--- src/rtl/fetch_pkg.sv ---
// Shared types and constants for the instruction fetch stage.
package fetch_pkg;

    localparam int unsigned INSTR_W = 32;
    localparam int unsigned XLEN    = 32;

    localparam logic [XLEN-1:0]    PC_INCR   = 32'd4;
    localparam logic [INSTR_W-1:0] NOP_INSTR = 32'h0000_0013;

    typedef struct packed {
        logic [XLEN-1:0]    pc;
        logic [INSTR_W-1:0] instr;
    } fetch_entry_t;

    function automatic logic [XLEN-1:0] align_pc(input logic [XLEN-1:0] pc);
        return {pc[XLEN-1:2], 2'b00};
    endfunction

endpackage

--- src/rtl/fetch_fifo.sv ---
// Prefetch FIFO holding {pc, instr} pairs; flush discards everything and wins over push.
module fetch_fifo
    import fetch_pkg::*;
#(
    parameter  int unsigned DEPTH = 4,
    localparam int unsigned PW    = $clog2(DEPTH),
    localparam int unsigned CW    = PW + 1
) (
    input  logic         clk_i,
    input  logic         rst_n_i,
    input  logic         push_i,
    input  fetch_entry_t push_data_i,
    input  logic         pop_i,
    input  logic         flush_i,
    output fetch_entry_t head_o,
    output logic [CW-1:0] count_o,
    output logic         empty_o,
    output logic         full_o
);

    fetch_entry_t    mem_q [DEPTH];
    logic [PW-1:0]   wr_ptr_q, wr_ptr_d;
    logic [PW-1:0]   rd_ptr_q, rd_ptr_d;
    logic [CW-1:0]   count_q, count_d;
    logic            do_push, do_pop;

    assign do_push = push_i && !flush_i;
    assign do_pop  = pop_i && !flush_i;

    always_comb begin
        wr_ptr_d = wr_ptr_q;
        rd_ptr_d = rd_ptr_q;
        count_d  = count_q;
        if (flush_i) begin
            wr_ptr_d = '0;
            rd_ptr_d = '0;
            count_d  = '0;
        end else begin
            if (do_push) wr_ptr_d = wr_ptr_q + PW'(1);
            if (do_pop)  rd_ptr_d = rd_ptr_q + PW'(1);
            count_d = count_q + CW'(do_push) - CW'(do_pop);
        end
    end

    always_ff @(posedge clk_i or negedge rst_n_i) begin
        if (!rst_n_i) begin
            wr_ptr_q <= '0;
            rd_ptr_q <= '0;
            count_q  <= '0;
        end else begin
            wr_ptr_q <= wr_ptr_d;
            rd_ptr_q <= rd_ptr_d;
            count_q  <= count_d;
        end
    end

    always_ff @(posedge clk_i) begin
        if (do_push) mem_q[wr_ptr_q] <= push_data_i;
    end

    // Push into a full FIFO is legal only when the head leaves in the same cycle.
    always_ff @(posedge clk_i) begin
        if (rst_n_i && !flush_i) begin
            assert (!(push_i && full_o && !pop_i));
            assert (!(pop_i && empty_o));
        end
    end

    assign head_o  = mem_q[rd_ptr_q];
    assign count_o = count_q;
    assign empty_o = (count_q == '0);
    assign full_o  = (count_q == CW'(DEPTH));

endmodule

--- src/rtl/fetch_unit.sv ---
// Instruction fetch: owns the fetch PC, tracks the one in-flight memory read,
// and queues returned words for decode; redirect flushes queued and in-flight work.
module fetch_unit
    import fetch_pkg::*;
#(
    parameter logic [XLEN-1:0] RESET_PC   = 32'h0000_0000,
    parameter int unsigned     FIFO_DEPTH = 4
) (
    input  logic               clk_i,
    input  logic               rst_n_i,
    output logic [XLEN-1:0]    im_addr_o,
    input  logic [INSTR_W-1:0] im_dout_i,
    input  logic               redirect_i,
    input  logic [XLEN-1:0]    redirect_pc_i,
    output logic               instr_valid_o,
    input  logic               instr_ready_i,
    output logic [INSTR_W-1:0] instr_o,
    output logic [XLEN-1:0]    instr_pc_o
);

    localparam int unsigned CW = $clog2(FIFO_DEPTH) + 1;
    localparam int unsigned OW = CW + 1;

    logic [XLEN-1:0] fetch_pc_q, fetch_pc_d;
    logic [XLEN-1:0] inflight_pc_q, inflight_pc_d;
    logic            inflight_q, inflight_d;
    logic [CW-1:0]   count;
    logic [OW-1:0]   occupancy;
    logic            issue, push, pop, empty, full;
    fetch_entry_t    push_entry, head;

    // Counting the in-flight read as occupied reserves a slot, so a push never hits a full FIFO.
    always_comb begin
        occupancy     = {1'b0, count} + OW'(inflight_q);
        issue         = !redirect_i && (occupancy < OW'(FIFO_DEPTH));
        push          = inflight_q && !redirect_i;
        fetch_pc_d    = fetch_pc_q;
        inflight_d    = 1'b0;
        inflight_pc_d = inflight_pc_q;
        if (redirect_i) begin
            fetch_pc_d = align_pc(redirect_pc_i);
        end else if (issue) begin
            inflight_d    = 1'b1;
            inflight_pc_d = fetch_pc_q;
            fetch_pc_d    = fetch_pc_q + PC_INCR;
        end
    end

    always_ff @(posedge clk_i or negedge rst_n_i) begin
        if (!rst_n_i) begin
            fetch_pc_q    <= RESET_PC;
            inflight_q    <= 1'b0;
            inflight_pc_q <= '0;
        end else begin
            fetch_pc_q    <= fetch_pc_d;
            inflight_q    <= inflight_d;
            inflight_pc_q <= inflight_pc_d;
        end
    end

    always_ff @(posedge clk_i) begin
        if (rst_n_i) assert (!(push && full && !pop));
    end

    assign push_entry = '{pc: inflight_pc_q, instr: im_dout_i};
    assign pop        = instr_valid_o && instr_ready_i;

    fetch_fifo #(
        .DEPTH (FIFO_DEPTH)
    ) u_fifo (
        .clk_i       (clk_i),
        .rst_n_i     (rst_n_i),
        .push_i      (push),
        .push_data_i (push_entry),
        .pop_i       (pop),
        .flush_i     (redirect_i),
        .head_o      (head),
        .count_o     (count),
        .empty_o     (empty),
        .full_o      (full)
    );

    assign im_addr_o     = fetch_pc_q;
    assign instr_valid_o = !empty;
    assign instr_o       = instr_valid_o ? head.instr : '0;
    assign instr_pc_o    = instr_valid_o ? head.pc : '0;

endmodule

--- config.mk ---
export PLATFORM = sky130hd
export DESIGN_NAME = fetch_unit
export DESIGN_NICKNAME = d
export VERILOG_FILES = /design/src/rtl/fetch_pkg.sv /design/src/rtl/fetch_fifo.sv /design/src/rtl/fetch_unit.sv
export SDC_FILE = /design/constraint.sdc
export NUM_CORES = 1
export LEC_CHECK = 0
export ABC_AREA = 1
export BUFFER_PORTS_ARGS = -buffer_cell sky130_fd_sc_hd__buf_2
export CORE_AREA = 2 2 164 166
export DETAILED_ROUTE_END_ITERATION = 8
export DIE_AREA = 0 0 166 168
export GPL_ROUTABILITY_DRIVEN = 0
export PLACE_DENSITY_LB_ADDON = 0.12
export SYNTH_ARGS = -nofsm -noshare
export SYNTH_HDL_FRONTEND = slang
export SYNTH_SLANG_ARGS = --single-unit
--- constraint.sdc ---
create_clock -name clk_i -period 3.4 [get_ports clk_i]
set_input_delay 0.34 -clock clk_i [delete_from_list [all_inputs] [get_ports clk_i]]
set_output_delay 0.34 -clock clk_i [all_outputs]
set_load 0.02 [all_outputs]
# Word-level counts from Yosys, hierarchy flattened
# Memory sizes are Yosys's and may differ from the RTL's.
# Cells that the tools add are included.
[word_totals]
ram_bits = 256
in_bits = 68
wordCells = 40
memories = 1
reg_bits = 72
out_inout_bits = 97
[op_classes]
n_mux = 13
magnitude_cmp = 1
reduce_logical = 12
n_bitwise = 1
add_sub_neg = 6
[mem_list]
columns = ["name", "depth", "width", "rd", "rd_clocked_by_memory_dff", "wr", "line", "source"]
rows = [
  ["u_fifo.mem_q", 4, 64, 1, 0, 1, "fetch_fifo.sv:21", "fetch_entry_t mem_q [DEPTH];"],
]
[op_table]
columns = ["cell", "count"]
rows = [
  ["2-to-1 mux 32 bit", 4],
  ["adder 32 x 3 -> 32 bit (second input constant)", 1],
  ["2-to-1 mux 2 bit", 4],
  ["nonzero test 2 bit", 3],
  ["logical AND 1 bit", 5],
  ["adder 2 x 1 -> 2 bit (second input constant)", 2],
  ["adder 3 x 1 -> 4 bit", 1],
  ["< comparator 4 x 3 -> 1 bit (second input constant)", 1],
  ["2-to-1 mux 1 bit", 4],
  ["adder 3 x 1 -> 3 bit", 1],
  ["zero test 3 bit", 1],
  ["2-to-1 mux 3 bit", 1],
  ["subtractor 3 x 1 -> 3 bit", 1],
  ["zero test 1 bit", 2],
  ["AND reduction 2 bit", 1],
  ["inverter 1 bit", 1],
]

# Longest topological paths before layout
[depth]
ltp_word = 6
depth_mapped = 11
mapped_depth_nobuf = 11

# Hierarchy
# From an unflattened synthesis, not the netlist that was laid out.
[hier_totals]
cells_unflattened = 1389
hier_area_um2 = 14451.4
[modules_own_cells]
columns = ["module", "instances", "seq_area_each_um2", "area_each_um2", "cells_each"]
rows = [
  ["fetch_fifo", 1, 7862.5, 10547.6, 802],
  ["fetch_unit", 1, 1526.5, 3903.7, 587],
]

# Worst setup path after synthesis
# No wires, ideal clock.
[synth_path]
path_kind = "input port to flip-flop"
from = "input redirect_i"
to = "memory u_fifo.mem_q[0][0] in the netlist's numbering, enable pin"
t_required_ns = 2.918
setup_slack_ns = -0.471
setup_ns = 0.482
t_arrival_ns = 3.389
path_stages = 4
n_path_buf = 1
path_cell_list = "buf_2 nor2_1 inv_1 nor2_1"
[synth_via]
elab_chain_cells = 5
[synth_rtl]
columns = ["item", "line", "source"]
rows = [
  ["from (decl)", "fetch_unit.sv:13", "input logic redirect_i,"],
  ["zero test 1 bit *", "fetch_fifo.sv:27, fetch_unit.sv:36", ""],
  ["logical AND 1 bit", "fetch_unit.sv:36", "push = inflight_q && !redirect_i;"],
  ["logical AND 1 bit *", "fetch_fifo.sv:27", "assign do_push = push_i && !flush_i;"],
  ["2-to-1 mux 1 bit *", "fetch_fifo.sv:58", "if (do_push) mem_q[wr_ptr_q] <= push_data_i;"],
  ["2-to-1 mux 1 bit (not written as such) *", "fetch_fifo.sv:58", ""],
  ["to (decl)", "fetch_fifo.sv:21", ""],
]
# Mark *: on every way between the ends. The rest lies on a longest branch, timed or not.

# Final worst setup path
[layout_path]
from = "register u_fifo.rd_ptr_q[1]"
to = "output instr_pc_o[19]"
[layout_via]
elab_chain_cells = 2
[layout_rtl]
columns = ["item", "line", "source"]
rows = [
  ["from (decl)", "fetch_fifo.sv:23", "logic [PW-1:0] rd_ptr_q, rd_ptr_d;"],
  ["from (signal assigned)", "fetch_fifo.sv:52", "rd_ptr_q <= rd_ptr_d;"],
  ["memory (4 x 64 bit)", "--", ""],
  ["2-to-1 mux 32 bit", "fetch_unit.sv:86", "assign instr_pc_o = instr_valid_o ? head.pc : '0;"],
  ["to (decl)", "fetch_unit.sv:18", "output logic [XLEN-1:0] instr_pc_o"],
]
# No other way between the ends.

==> flow_summary.yaml <==
status:
  status: "finished clean"
synthesis:
  synth.distinct_cells: 25
  yosys.area.top_type: "edfxtp_1"
  avgSynthCellArea_um2: 10.5
  synth-seq-area-share_pct: 68.7
  synth_area_leaders: "edfxtp_1 56%, dfrtp_1 13%, nor2_1 8.9%, o21ai_0 6.1%, nand2_1 5.3%"
  synth_flop_cell: "edfxtp_1"
  ys_warn_count: 0
  syn_area_um2: 13300
  synth_edf_count: 248
  ys_seq_elements: 316
  syn_inst: 1272
  synth_top_area_share_pct: 55.9
  async_flop_share_pct: 21.5
job:
  drv_cap: 0
final_layout:
  area_delta_synth_final_pct: 17.1
  drive_gt1_share_pct: 16.5
  diodes: 0
  nets: 1498
  final_cell_area_um2: 15600
drt:
  routed_wl_um: 30500
  routedWlPerCell_um: 17.1
  wl_met2_um: 14600
  wl_met3_um: 1460
  wl_met1_um: 14000
  drc_errors: 0
  routed.top_layer: "met4"
  viasPerCell: 5.22
  drt_iter0_drc: 897
  drt_pass1_iterations: 5
  vias: 9325
  drtAntennaViolNets: 0
power_and_ir_drop:
  power_switching_w: 0.00434
  power_frac_comb_pct: 28.2
  p_total_w: 0.0123
  clockPowerShare_pct: 28.8
  ir_drop_mv: 0.455
  power_density_nw_per_um2: 789
  p_sw_share_pct: 35.2
  pwr-share-seq_pct: 43.0
  p_int_w: 0.00797
  p_leak_nw: 6.21
timing:
  holdWs_ps: 47.0
  worst_pin_slew_ps: 859
  rsz0062_at_grt: "false"
  clock.fmax_ghz: 0.363
  fin_skew_ps: 14.3
  finalCritPeriodShare_pct: 81.0
  min_period_ps: 2750
  hold_viol_final: 0
  maxSlewViolCount: 0
  slew_headroom_pct: 42.8
  setup_viol: 0
global_routing:
  grt_max_degree: 126
  grt_pass1_wl_um: 48400
  overflow: 0
  first_global_vias: 8932
  antenna_found_initial: 0
  grt_usage_pct: 21.9
cts:
  clk_latency_ps: 510
  cts_resized: 0
  cts_tree: "yes"
  root_buffer: "clkbuf_16"
  cts_buffers: 34
  path_clk_slew_ps: 60
  cts_sinks: 316
  clockBufferDepth: 3
  h-tree-depth: 2
worst_setup_path:
  critPathLaunchType: "flip-flop"
  cp_max_fo: 41
  critical_path_class: "flip-flop to output port"
  endpoint_kind: "output port"
  cp_data_arrival_time_ps: 2410
  required_ps: 3060
floorplanning:
  initial_core_util_pct: 50.6
  placementRows: 60
  fp.dieW_um: 166
  die_h_um: 168
  die_area_um2: 27900
  io-pin-count: 165
  core_area_um2: 26400
place:
  placed_area_um2: 14500
  hpwl_um: 17700
  io_buffers: 158
hold_path:
  hold_path.class: "input port to flip-flop"
[repair_timing]
action                                 CTS  global route
hold buffers                             1             0
setup buffers                            0             0
endpoints found under the hold margin   25             0
[Yosys cell counts, types with 2 or more instances]
cell	instances
xnor2_1	5
and2_1	3
dfrtp_1	68
edfxtp_1	248
inv_1	66
nand2_1	188
buf_2	17
xor2_1	8
inv_2	2
nor2_1	317
a21oi_1	84
o21ai_0	163
ha_1	8
buf_4	8
buf_1	3
clkbuf_1	40
nor2_2	4
nand3_1	33
[stage by stage]
stage / utilization (%) / cells / worst slack [ps] / setup TNS (ps)
2_1_floorplan: - / 1275 / -471 / -116910
3_3_place_gp: 55.1 / 1725 / 1200 / 0
3_5_place_dp: 55.1 / 1725 / 1150 / 0
4_1_cts: 59.2 / 1787 / 613 / 0
5_1_grt: 59.2 / 1787 / 530 / 0
6_report: 59.2 / 1787 / 645 / 0
[cells in the final DEF, fill, tap and decap left out, types with 4 or more instances in the layout]
| cell | count |
|---|---|
| buf_4 | 13 |
| buf_12 | 6 |
| clkbuf_16 | 37 |
| conb_1 | 4 |
| a21oi_1 | 84 |
| edfxtp_1 | 248 |
| xnor2_1 | 5 |
| dfrtp_1 | 66 |
| nand2_1 | 188 |
| buf_2 | 158 |
| inv_1 | 66 |
| ha_1 | 8 |
| clkinv_2 | 6 |
| clkbuf_1 | 10 |
| o21ai_0 | 163 |
| nor2_1 | 313 |
| nand3_1 | 33 |
| xor2_1 | 8 |
| nor2_4 | 5 |
[flip-flops by register name (all words and copies together) (netlist names)]
register	flops
im_addr_o	30
inflight_pc_q	30
inflight_q	1
u_fifo.count_o	3
u_fifo.mem_q	248
u_fifo.rd_ptr_q	2
u_fifo.wr_ptr_q	2
[worst max-delay path, cell delays in order, from the launching register on]
cell	delay [ps]
dfrtp_2	730
buf_4	580
nor2_1	100
o21ai_0	100
a21oi_1	130
buf_2	220
[final cells by class]
| class | instances | area (um^2) |
|---|---|---|
| fill | 2232 | 10700 |
| sequential | 316 | 9150 |
| multi-input combinational | 823 | 3670 |
| timing repair buffer | 178 | 1020 |
| clock buffer | 50 | 1000 |
| tap | 341 | 427 |
| inverter | 68 | 255 |
| clock inverter | 11 | 78.8 |
[final timing paths]
kind                                    start             endpoint  slack, ps  cells after the start
max                        u_fifo.rd_ptr_q[1]       instr_pc_o[19]        650                      5
min                              im_dout_i[9]   u_fifo.mem_q[2][9]         50                      1
max reg2reg                 u_fifo.count_o[1]     inflight_pc_q[2]       1230                      7
min reg2reg                 inflight_pc_q[14]  u_fifo.mem_q[3][46]        510                      0
max in group asynchronous             rst_n_i   u_fifo.rd_ptr_q[0]       2220                      3
min in group asynchronous             rst_n_i    inflight_pc_q[17]        400                      2
[power groups by stage]
stage                     Clock [W]  Combinational [W]  Sequential [W]
after floorplan                   0            0.00222         0.00530
after global placement            0            0.00347         0.00534
after detailed placement          0            0.00351         0.00536
after CTS                   0.00361            0.00353         0.00529
after global routing        0.00377            0.00386         0.00536
final                       0.00354            0.00348         0.00529
[logic make-up (layout without fill, tap and decap cells)]
| kind of cell | Yosys count | count (layout) | share of synthesized area [%] |
|---|---|---|---|
| compound gates | 249 | 249 | 9.39 |
| fa+ha+maj | 9 | 9 | 0.901 |
| flops | 316 | 316 | 68.7 |
| buf+inv | 136 | 307 | 4.22 |
| other cells | 1 | 4 | 0.0281 |
| xor+xnor | 13 | 13 | 0.854 |
| simple gates | 548 | 548 | 16.0 |
[per-layer routing]
metal | track usage, % | up-vias
met5 | 0 | -
met4 | 5.52 | 0
met3 | 3.60 | 34
met2 | 35.7 | 251
met1 | 31.2 | 4475
li1 | - | 4565
Power figures use the tool's default switching activity.
